`config.mk`:
```
export PLATFORM = sky130hd
export DESIGN_NAME = sram_bus_arbiter
export DESIGN_NICKNAME = d
export VERILOG_FILES = /design/src/rtl/sram_pkg.sv /design/src/rtl/rr_arbiter2.sv /design/src/rtl/sram_bus_arbiter.sv
export SDC_FILE = /design/constraint.sdc
export NUM_CORES = 1
export LEC_CHECK = 0
export ABC_AREA = 1
export CORE_MARGIN = 3
export CORE_UTILIZATION = 44
export DETAILED_ROUTE_END_ITERATION = 6
export GPL_TIMING_DRIVEN = 0
export PLACE_DENSITY = 0.86
export SLEW_MARGIN = 20
export SYNTH_ARGS = -nofsm -noshare
export SYNTH_HDL_FRONTEND = slang
export SYNTH_SLANG_ARGS = --single-unit
```
`constraint.sdc`:
```
create_clock -name i_clk -period 3.4 [get_ports i_clk]
set_clock_uncertainty 0.05 [all_clocks]
set_input_delay 0.51 -clock i_clk [delete_from_list [all_inputs] [get_ports i_clk]]
set_output_delay 0.51 -clock i_clk [all_outputs]
set_load 0.1 [all_outputs]
```
`src/rtl/sram_pkg.sv`:
```
// Shared encodings for the SRAM controller: FSM states, strobe word layout, default widths.
// Strobe bits are active-low and ordered {we,ce,oe,lb,ub}; byte enables are active-high {ub,lb}.
package sram_pkg;

  localparam int AW_DEF = 18;
  localparam int DW_DEF = 16;

  localparam logic [1:0] ST_IDLE    = 2'd0;
  localparam logic [1:0] ST_SETUP   = 2'd1;
  localparam logic [1:0] ST_STROBE  = 2'd2;
  localparam logic [1:0] ST_RECOVER = 2'd3;

  localparam logic [4:0] CTRL_IDLE = 5'b11111;
  localparam int CTRL_WE = 4;
  localparam int CTRL_CE = 3;
  localparam int CTRL_OE = 2;
  localparam int CTRL_LB = 1;
  localparam int CTRL_UB = 0;

  function automatic logic [4:0] ctrl_word(input logic we_n, input logic oe_n, input logic [1:0] be);
    logic [4:0] c;
    c          = CTRL_IDLE;
    c[CTRL_WE] = we_n;
    c[CTRL_CE] = 1'b0;
    c[CTRL_OE] = oe_n;
    c[CTRL_LB] = ~be[0];
    c[CTRL_UB] = ~be[1];
    return c;
  endfunction

endpackage

```
`src/rtl/rr_arbiter2.sv`:
```
// Two-way round-robin pick: a lone request wins outright, a tie goes to the one not served last.
// Purely combinational; the last-grant history is owned by the caller.
module rr_arbiter2 (
  input  logic [1:0] i_req,
  input  logic       i_last_grant,
  output logic       o_grant,
  output logic       o_valid
);

  always_comb begin
    o_valid = |i_req;
    case (i_req)
      2'b01:   o_grant = 1'b0;
      2'b10:   o_grant = 1'b1;
      2'b11:   o_grant = ~i_last_grant;
      default: o_grant = 1'b0;
    endcase
  end

endmodule

```
`src/rtl/sram_bus_arbiter.sv`:
```
// Arbitrated multi-cycle SRAM controller: IDLE -> SETUP -> STROBE(WAIT_STATES+1) -> RECOVER.
// Access period 4+WAIT_STATES cycles; requesters hold req until their one-cycle ack, no preemption.
module sram_bus_arbiter
  import sram_pkg::*;
#(
  parameter int AW          = AW_DEF,
  parameter int DW          = DW_DEF,
  parameter int WAIT_STATES = 1
) (
  input  logic          i_clk,
  input  logic          i_reset,
  input  logic [1:0]    i_req,
  input  logic [1:0]    i_we_req,
  input  logic [AW-1:0] i_addr0,
  input  logic [AW-1:0] i_addr1,
  input  logic [DW-1:0] i_wdata0,
  input  logic [DW-1:0] i_wdata1,
  input  logic [1:0]    i_be0,
  input  logic [1:0]    i_be1,
  output logic [1:0]    o_ack,
  output logic [DW-1:0] o_rdata,
  output logic          o_busy,
  output logic [AW-1:0] o_sram_addr,
  output logic [4:0]    o_control_mem,
  output logic [DW-1:0] o_sram_wdata,
  output logic          o_sram_drive,
  input  logic [DW-1:0] i_sram_rdata
);

  localparam logic [3:0] WS_LOAD = 4'(WAIT_STATES);

  logic [1:0]    r_state, w_state_nxt;
  logic [3:0]    r_wait_cnt;
  logic          r_last_grant, r_grant, r_we;
  logic [1:0]    r_be;
  logic [AW-1:0] r_addr;
  logic [DW-1:0] r_wdata, r_rdata;
  logic [4:0]    r_ctrl;
  logic          r_drive;
  logic [1:0]    r_ack;

  logic          w_grant, w_valid, w_strobe_done;
  logic          w_sel_we, w_cur_we;
  logic [1:0]    w_sel_be, w_cur_be;
  logic [AW-1:0] w_sel_addr;
  logic [DW-1:0] w_sel_wdata;
  logic [4:0]    w_ctrl_nxt;
  logic          w_drive_nxt;
  logic [1:0]    w_ack_nxt;

  rr_arbiter2 u_arb (
    .i_req        (i_req),
    .i_last_grant (r_last_grant),
    .o_grant      (w_grant),
    .o_valid      (w_valid)
  );

  assign w_sel_we      = i_we_req[w_grant];
  assign w_sel_be      = w_grant ? i_be1    : i_be0;
  assign w_sel_addr    = w_grant ? i_addr1  : i_addr0;
  assign w_sel_wdata   = w_grant ? i_wdata1 : i_wdata0;
  assign w_strobe_done = (r_state == ST_STROBE) && (r_wait_cnt == 4'd0);

  always_ff @(posedge i_clk or posedge i_reset) begin
    if (i_reset) r_state <= ST_IDLE;
    else         r_state <= w_state_nxt;
  end

  always_comb begin
    w_state_nxt = r_state;
    case (r_state)
      ST_IDLE:    if (w_valid) w_state_nxt = ST_SETUP;
      ST_SETUP:   w_state_nxt = ST_STROBE;
      ST_STROBE:  if (w_strobe_done) w_state_nxt = ST_RECOVER;
      ST_RECOVER: w_state_nxt = ST_IDLE;
      default:    w_state_nxt = ST_IDLE;
    endcase
  end

  // Strobes are registered, so they are decoded from the next state; on the IDLE->SETUP
  // edge the bus registers are still loading, hence the bypass to the winner's we/be.
  always_comb begin
    w_cur_we    = (r_state == ST_IDLE) ? w_sel_we : r_we;
    w_cur_be    = (r_state == ST_IDLE) ? w_sel_be : r_be;
    w_ctrl_nxt  = CTRL_IDLE;
    w_drive_nxt = 1'b0;
    w_ack_nxt   = 2'b00;
    case (w_state_nxt)
      ST_SETUP: begin
        w_ctrl_nxt  = ctrl_word(1'b1, w_cur_we, w_cur_be);
        w_drive_nxt = w_cur_we;
      end
      ST_STROBE: begin
        w_ctrl_nxt  = ctrl_word(~w_cur_we, w_cur_we, w_cur_be);
        w_drive_nxt = w_cur_we;
      end
      ST_RECOVER: w_ack_nxt = r_grant ? 2'b10 : 2'b01;
      default: ;
    endcase
  end

  always_ff @(posedge i_clk or posedge i_reset) begin
    if (i_reset) begin
      r_wait_cnt   <= 4'd0;
      r_last_grant <= 1'b1;
      r_grant      <= 1'b0;
      r_we         <= 1'b0;
      r_be         <= 2'b00;
      r_addr       <= '0;
      r_wdata      <= '0;
      r_rdata      <= '0;
      r_ctrl       <= CTRL_IDLE;
      r_drive      <= 1'b0;
      r_ack        <= 2'b00;
    end else begin
      r_ctrl  <= w_ctrl_nxt;
      r_drive <= w_drive_nxt;
      r_ack   <= w_ack_nxt;
      if (r_state == ST_IDLE && w_valid) begin
        r_grant      <= w_grant;
        r_last_grant <= w_grant;
        r_we         <= w_sel_we;
        r_be         <= w_sel_be;
        r_addr       <= w_sel_addr;
        r_wdata      <= w_sel_wdata;
      end
      if (r_state == ST_SETUP)
        r_wait_cnt <= WS_LOAD;
      else if (r_state == ST_STROBE && r_wait_cnt != 4'd0)
        r_wait_cnt <= r_wait_cnt - 4'd1;
      if (w_strobe_done && !r_we)
        r_rdata <= i_sram_rdata;
    end
  end

  assign o_ack         = r_ack;
  assign o_rdata       = r_rdata;
  assign o_busy        = (r_state != ST_IDLE);
  assign o_sram_addr   = r_addr;
  assign o_control_mem = r_ctrl;
  assign o_sram_wdata  = r_wdata;
  assign o_sram_drive  = r_drive;

endmodule

```
==> flow_summary.yaml <==
grt:
  grt_overflow_total: 0
  grt_pass1_wl_mm: 16.2
  grt_max_degree: 45
  grt_pass1_vias: 3289
  antenna_found_initial: 0
  grt.total_usage: 0.248
synthesis:
  synth_edf_count: 0
  synth_seq_cells: 69
  synth_warnings: 0
  synth.distinct_cells: 23
  yosys-top-cells-count: "nand2_1 (116), dfrtp_1 (63), nor2_1 (45), inv_1 (36), a31oi_1 (35)"
  synth-main-ff-cell: "dfrtp_1"
  synth_most_common_cell: "nand2_1"
  ys_seq_area_frac: 0.547
  async_flop_share: 1.00
  synth_area_leader_cell: "dfrtp_1"
  synth_area_per_cell_um2: 8.44
  yosysTopAreaCellShare: 0.497
  syn-instance-count: 376
  syn-num-nets: 478
  synth_area_mm2: 0.00317
  synth_area_leaders: "dfrtp_1 (50%), nand2_1 (14%), a31oi_1 (6.9%), nor2_1 (5.3%), dfstp_2 (5.0%)"
min_path:
  hp-class: "flop to flop"
drt:
  drc_errors: 0
  first_pass_iters: 4
  route.antenna.remaining_nets: 0
  wl_per_cell_um: 15.7
  dr_total_vias: 3204
  wirelength_mm: 10.1
  drt_iter0_drc: 216
  viasPerCell: 5.00
clock_tree:
  cts_buffers: 9
  clockBufferDepth: 2
  clock-sinks: 69
  cts_resized: 0
  clk_pin_slew_worst_paths_ns: 0.07
  post-cts-setup-buffers: 0
  clk_latency_ns: 0.35
  cts_tree: "done"
  postCtsHoldBufs: 0
  cts-root-buf: "clkbuf_8"
  cts_max_level: 3
placed_design:
  portBuffers: 152
  gp_congestion: 0.787
  hpwl_mm: 7.53
  place_inst: 625
critical_path:
  worst-setup-path-type: "flop to output pin"
  cp_data_required_time_ns: 2.84
  path_max_fanout: 8
  critPathSlowestCell: "clkdlybuf4s50_1"
  worstPathCellList: "inv_1 -> ha_1 -> buf_4 -> inv_4 -> clkdlybuf4s50_1"
  path_buf_inv: 4
  endpoint_kind: "output pin"
  worst-endpoint-arrival_ns: 2.38
  cp-start-kind: "flop"
  path_delay_family: "buffers and inverters"
  cp_slowest_stage_delay_ns: 1.14
final_layout:
  nets: 642
  drive_gt1_frac: 0.0862
  stdcell_count: 641
  area_growth_pct: 60.2
  fill_cells: 499
  antennaDiodeCount: 0
timing:
  max_slew_margin: 0.301
  setup-violations-final: 0
  finalCritPeriodShare: 0.863
  fin_crit_ns: 2.94
  hold_viol: 0
  rsz0062_at_grt: "false"
  tightest_slew_ns: 1.04
  maxSlewViolCount: 0
  fmax_mhz: 341
floorplan:
  row_count: 30
  dieArea_mm2: 0.00826
  fp.dieH_um: 90.9
  core_mm2: 0.00691
  die-width_um: 90.9
  ios: 153
  start_util: 0.459
job:
  drv_cap: 0
run_status:
  status: "completed"
## cell families (layout without fill, tap and decap cells)
kind of cell | Yosys count | after routing | share of synthesized area
AOI/OAI and AO/OA | 55 | 55 | 0.101
DFF | 69 | 69 | 0.547
adders and majority gates | 8 | 8 | 0.0316
and+or+nand+nor | 187 | 187 | 0.236
buffers and inverters | 57 | 226 | 0.0856
## state kept, by name, indices dropped and copies added, names as in the netlist, 2 cells and up
register       cells
r_state            2
o_sram_wdata      16
r_wait_cnt         4
o_ack              2
o_rdata           16
r_be               2
o_control_mem      5
o_sram_addr       18
## cells in the final DEF (no fill, tap or decap), drive strengths merged
cell / count
a21oi: 1
inv: 40
o21ai: 19
dfrtp: 63
clkinv: 2
nor3: 1
clkdlybuf4s50: 152
a31oi: 35
nand2: 117
nand4: 2
dfstp: 6
buf: 18
bufinv: 3
nor2: 47
nand3: 19
or2: 1
clkbuf: 11
ha: 8
## final timing paths
check                                start                to  slack (ns)  depth (start not counted)
worst min register to register     r_grant          o_ack[0]        0.40                          1
min in group asynchronous          i_reset        o_rdata[7]        0.43                          2
worst max-delay path            r_state[0]            o_busy        0.46                          5
max in group asynchronous          i_reset      r_last_grant        2.27                          3
worst min-delay path               r_grant          o_ack[0]        0.40                          1
worst max register to register  r_state[0]  o_control_mem[1]        1.13                         13
## area by class of cell
type                       count  area, µm²  share of cell area
buffer                        19        126              0.0249
clock buffer                   9        124              0.0244
clock inverter                 7        121              0.0239
inverter                      38        148              0.0291
multi-input combinational    250       1170               0.230
sequential                    69       1730               0.341
tap                           96        120              0.0236
timing repair buffer         153       1540               0.303
## per-layer routing
layer,track usage,vias up,wire [µm]
met5,0,-,0
li1,-,1528,-
met3,0.0792,24,886
met1,0.285,1494,3890
met2,0.429,158,5030
met4,0.0967,0,249
## stage by stage
stage          cell area, µm²  worst slack [ns]  hold WS, ns   util  TNS, ns
6_report                 5080             0.464        0.400  0.736        0
3_5_place_dp             4840             0.826        0.399  0.700        0
5_1_grt                  5080             0.410        0.410  0.736        0
2_1_floorplan            3170              1.11        0.371      -        0
4_1_cts                  5080             0.449        0.406  0.736        0
3_3_place_gp             4810           -0.0484        0.387  0.697    -2.88
Power is not shown: default switching activity piles up to over one toggle a cycle in this logic, so the estimate is an artifact.
